`config.mk`:
```
export PLATFORM = sky130hd
export DESIGN_NAME = sqdiff_acc
export DESIGN_NICKNAME = d
export VERILOG_FILES = /design/src/rtl/sqdiff_acc.sv
export SDC_FILE = /design/constraint.sdc
export NUM_CORES = 1
export LEC_CHECK = 0
export BUFFER_PORTS_ARGS = -buffer_cell sky130_fd_sc_hd__buf_2
export CAP_MARGIN = 20
export CORE_UTILIZATION = 55
export CTS_CLUSTER_DIAMETER = 40
export DETAILED_ROUTE_END_ITERATION = 12
export PLACE_DENSITY = 0.73
export SETUP_SLACK_MARGIN = 0.02
export SLEW_MARGIN = 25
export SYNTH_ARGS = -nofsm -noshare
export SYNTH_HDL_FRONTEND = slang
export SYNTH_SLANG_ARGS = --single-unit
```
`constraint.sdc`:
```
create_clock -name clk -period 4.95 [get_ports clk]
set_input_delay 0.2475 -clock clk [delete_from_list [all_inputs] [get_ports clk]]
set_output_delay 0.2475 -clock clk [all_outputs]
set_load 0.05 [all_outputs]
```
`src/rtl/sqdiff_acc.sv`:
```
// rtl/sqdiff_acc.sv - pipelined (a-b)^2 - c with optional LEN-sample accumulation
// Four registered stages with valid bits; E4 either emits each sample or sums LEN of them.
module sqdiff_acc #(
  parameter int W   = 6,
  parameter int LEN = 4,
  localparam int RW = 2*W+1,
  localparam int CW = $clog2(LEN+1),
  localparam int AW = RW + $clog2(LEN)
) (
  input  logic          clk,
  input  logic          rst,
  input  logic          clr,
  input  logic          mode,
  input  logic          in_valid,
  input  logic [W-1:0]  a,
  input  logic [W-1:0]  b,
  input  logic [W-1:0]  c,
  output logic          out_valid,
  output logic [AW-1:0] result,
  output logic [CW-1:0] count
);

  logic [W-1:0]        r_a1, r_b1, r_c1, r_c2, r_c3;
  logic                r_v1, r_v2, r_v3;
  logic signed [W:0]   r_x2;
  logic [2*W-1:0]      r_y3;
  logic [AW-1:0]       r_acc;
  logic [CW-1:0]       r_cnt;
  logic                r_out_valid;
  logic [AW-1:0]       r_result;

  logic signed [W:0]     w_x;
  logic signed [2*W-1:0] w_xe;
  logic [2*W-1:0]        w_y;
  logic signed [RW-1:0]  w_p;
  logic [AW-1:0]         w_p_ext;
  logic [AW-1:0]         w_sum;
  logic                  w_last;

  assign w_x  = $signed({1'b0, r_a1}) - $signed({1'b0, r_b1});
  // Squaring at 2W bits: the true square always fits, so the truncated product is exact.
  assign w_xe = {{(W-1){r_x2[W]}}, r_x2};
  assign w_y  = w_xe * w_xe;

  assign w_p     = $signed({1'b0, r_y3}) - $signed({{(W+1){1'b0}}, r_c3});
  assign w_p_ext = {{(AW-RW){w_p[RW-1]}}, w_p};
  assign w_sum   = r_acc + w_p_ext;
  assign w_last  = (r_cnt == CW'(LEN-1));

  always_ff @(posedge clk) begin
    if (!rst) begin
      r_a1        <= '0;
      r_b1        <= '0;
      r_c1        <= '0;
      r_c2        <= '0;
      r_c3        <= '0;
      r_x2        <= '0;
      r_y3        <= '0;
      r_v1        <= 1'b0;
      r_v2        <= 1'b0;
      r_v3        <= 1'b0;
      r_acc       <= '0;
      r_cnt       <= '0;
      r_out_valid <= 1'b0;
      r_result    <= '0;
    end else begin
      r_a1 <= a;
      r_b1 <= b;
      r_c1 <= c;
      r_x2 <= w_x;
      r_c2 <= r_c1;
      r_y3 <= w_y;
      r_c3 <= r_c2;
      r_out_valid <= 1'b0;
      if (clr) begin
        // Flush drops everything in flight, including this cycle's sample.
        r_v1  <= 1'b0;
        r_v2  <= 1'b0;
        r_v3  <= 1'b0;
        r_acc <= '0;
        r_cnt <= '0;
      end else begin
        r_v1 <= in_valid;
        r_v2 <= r_v1;
        r_v3 <= r_v2;
        if (r_v3) begin
          if (!mode) begin
            r_out_valid <= 1'b1;
            r_result    <= w_p_ext;
          end else if (w_last) begin
            r_out_valid <= 1'b1;
            r_result    <= w_sum;
            r_acc       <= '0;
            r_cnt       <= '0;
          end else begin
            r_acc <= w_sum;
            r_cnt <= r_cnt + CW'(1);
          end
        end
      end
    end
  end

  assign out_valid = r_out_valid;
  assign result    = r_result;
  assign count     = r_cnt;

endmodule

```
==> results.sh <==
export IMPL_status="finished clean"
export IMPL_arrival_ns=4.66
export IMPL_avgSynthCellArea_um2=9.04
export IMPL_syn_area_um2=5360
export IMPL_hold_buffers=0
export IMPL_p_total_uw=2090
export IMPL_final_hold_violation_count=0
export IMPL_crit_path_max_fanout=13
export IMPL_gp_congestion=0.944
export IMPL_fin_crit_sh=0.894
export IMPL_min_to="r_a1[3]"
export IMPL_yosysTopAreaCellShare=0.317
export IMPL_r2r_end="r_y3[10]"
export IMPL_stdcell_count=761
export IMPL_start_util=0.575
export IMPL_die_x_um=101
export IMPL_grt_pass1_vias=4198
export IMPL_place_area_um2=5670
export IMPL_fmax_mhz=226
export IMPL_clk_pin_slew_ns=0.10
export IMPL_timing_slew_headroom=0.378
export IMPL_synth_compound_area_frac=0.132
export IMPL_ff2ff_path_depth=16
export IMPL_grt_pass1_wl_um=18100
export IMPL_vias=4075
export IMPL_grt_overflow=0
export IMPL_synth_top_family_by_area="adder cells"
export IMPL_yosys_cell_count_top_type="dfxtp_1"
export IMPL_ys_warn_count=0
export IMPL_cts_root_buffer="clkbuf_8"
export IMPL_crit_path_end_kind="flop"
export IMPL_seq_area_um2=1700
export IMPL_tns_ns=0
export IMPL_dieHeight_um=101
export IMPL_drc_errors=0
export IMPL_reg2reg_slack_ns=0.52
export IMPL_drtIter0Drc=83
export IMPL_clock_skew_ns=0.0188
export IMPL_rows=35
export IMPL_syn_nets=695
export IMPL_rsz0062_at_grt="no"
export IMPL_antenna_found_initial=0
export IMPL_firstDrtPassIters=4
export IMPL_vdd_ir_drop_max_uv=204
export IMPL_grt_usage=0.225
export IMPL_grt_max_degree=27
export IMPL_htreeDepth=3
export IMPL_r2r_start="r_x2[6]"
export IMPL_place_inst=745
export IMPL_cts_buffers=9
export IMPL_synth_xor_area_frac=0.0670
export IMPL_ys_flop_type="dfxtp_1"
export IMPL_stdcell_area_um2=5870
export IMPL_worstSetupPathType="reg2reg"
export IMPL_io_pin_count=42
export IMPL_post_cts_resize_count=0
export IMPL_synthToLayoutAreaGrowth_pct=9.52
export IMPL_clk_latency_ns=0.37
export IMPL_drive_above_1_share=0.111
export IMPL_synth_edf_count=0
export IMPL_ant_nets=0
export IMPL_holdPathStages=2
export IMPL_cts_max_path_buffers=2
export IMPL_yosysUniqueCellTypes=55
export IMPL_drv_cap=0
export IMPL_portBuffers=41
export IMPL_die_area_um2=10100
export IMPL_nFillCells=812
export IMPL_synth_area_leaders="dfxtp_1 32%, ha_1 12%, fa_1 10%"
export IMPL_hold_slack_ns=0.0800
export IMPL_postSynth_asyncResetShare=0
export IMPL_finalMaxSlewViolations=0
export IMPL_pwr_density_cell_nw_per_um2=356
export IMPL_fin_crit_ns=4.43
export IMPL_synthAdderAreaFrac=0.222
export IMPL_synth_simple_gate_area_share=0.188
export IMPL_hp_start="a[3]"
export IMPL_start_kind="flop"
export IMPL_ys_seq_area_frac=0.317
export IMPL_synth_area_mux_share=0.0133
export IMPL_core_area_um2=9330
export IMPL_cts_setup_buffers=0
export IMPL_wl_per_cell_um=13.4
export IMPL_synth_seq_cells=85
export IMPL_cts_sinks=85
export IMPL_netlist_top_cells_count="85 x dfxtp_1, 66 x inv_1, 52 x ha_1"
export IMPL_hold_class="in2reg"
export IMPL_viasPerCell=5.35
export IMPL_cts_tree="yes"
export IMPL_syn_inst=593
export IMPL_yosys_area_top_type="dfxtp_1"
export IMPL_dp_hpwl_um=7670
export IMPL_leakagePower_uw=0.00272
export IMPL_finalWirelength_um=10200
export IMPL_setup_viol=0
export IMPL_tightest_slew_ns=0.931
export IMPL_multi_input_area_um2=3340
export IMPL_critPathRequiredTime_ns=5.18
export IMPL_fin_nets=729
export IMPL_antenna_cells=0
==> sequential cells by signal, indices dropped and copies added, names as in the netlist <==
name and cells:
r_acc 15, result 15, r_y3 11, r_x2 7, r_a1 6, r_b1 6
r_c1 6, r_c2 6, r_c3 6, count 3, out_valid 1, r_v1 1
r_v2 1, r_v3 1
==> worst max-delay path: stages (launching register included) <==
cell and delay [ns]:
dfxtp_1 0.56, nor2b_1 0.23, xnor2_1 0.09, ha_1 0.28
inv_1 0.06, fa_1 0.53, inv_1 0.05, fa_1 0.52
inv_1 0.05, fa_1 0.53, inv_1 0.04, ha_1 0.29
inv_1 0.09, o21bai_1 0.09, a2111oi_0 0.56, o21ai_0 0.16
nor3b_1 0.16
==> routing by layer <==
metal / track usage / wire length [um] / up-vias
met3: 0.0402 / 336 / 16
met4: 0.0669 / 164 / 0
li1: - / - / 2052
met5: 0 / 0 / -
met1: 0.250 / 4330 / 1935
met2: 0.433 / 5330 / 72
==> cell usage in the layout (no fill, tap or decap), types with 5 or more instances in the layout <==
master     n
nor2_1    45
clkbuf_8   9
nand2_1   31
o21ai_0   18
ha_1      52
buf_2     41
a21oi_1   28
a22oi_1    9
a211oi_1   6
xnor2_1   27
dfxtp_1   85
fa_1      27
nor3_1    12
nor3b_1    5
inv_1     66
and2_1    49
nand3_1    9
nor2b_1    8
xor2_1    14
a31oi_1    7
mux2i_1    6
a21o_1     7
nand2b_1   8
==> metrics by stage <==
step,utilization,worst slack [ns]
3_3_place_gp,0.608,0.750
3_5_place_dp,0.608,0.621
2_1_floorplan,-,0.864
6_report,0.629,0.524
5_1_grt,0.629,0.207
4_1_cts,0.629,0.567
==> logic make-up (layout without fill, tap and decap cells) <==
logic type      Yosys count  count (layout)
compound gates          107             107
simple gates            188             188
mux                       7               7
buf+inv                  86             125
flops                    85              85
fa+ha+maj                79              79
xor+xnor                 41              41
==> cell type report <==
class / instances / share of cell area
multi-input combinational: 422 / 0.568
sequential: 85 / 0.290
inverter: 66 / 0.0422
timing repair buffer: 43 / 0.0375
tap: 129 / 0.0275
clock buffer: 9 / 0.0211
clock inverter: 7 / 0.0136
==> how the worst max path moves through the flow <==
stage                  from       end  slack (ns)  depth (start not counted)
finish              r_x2[6]  r_y3[10]        0.52                         16
global route        r_x2[1]  r_y3[10]        0.21                         16
CTS                 r_x2[6]  r_y3[10]        0.57                         16
detailed placement  r_x2[6]  r_y3[10]        0.62                         16
global placement    r_x2[6]  r_y3[10]        0.75                         16
floorplan           r_x2[6]  r_y3[10]        0.86                         16
==> where the power goes <==
group	internal [uW]	leakage [uW]	switching [uW]
sequential	726	0.000695	39.6
clock	199	0.0000990	295
combinational	356	0.00192	471
No activity file was read; power rests on OpenSTA's default activity.
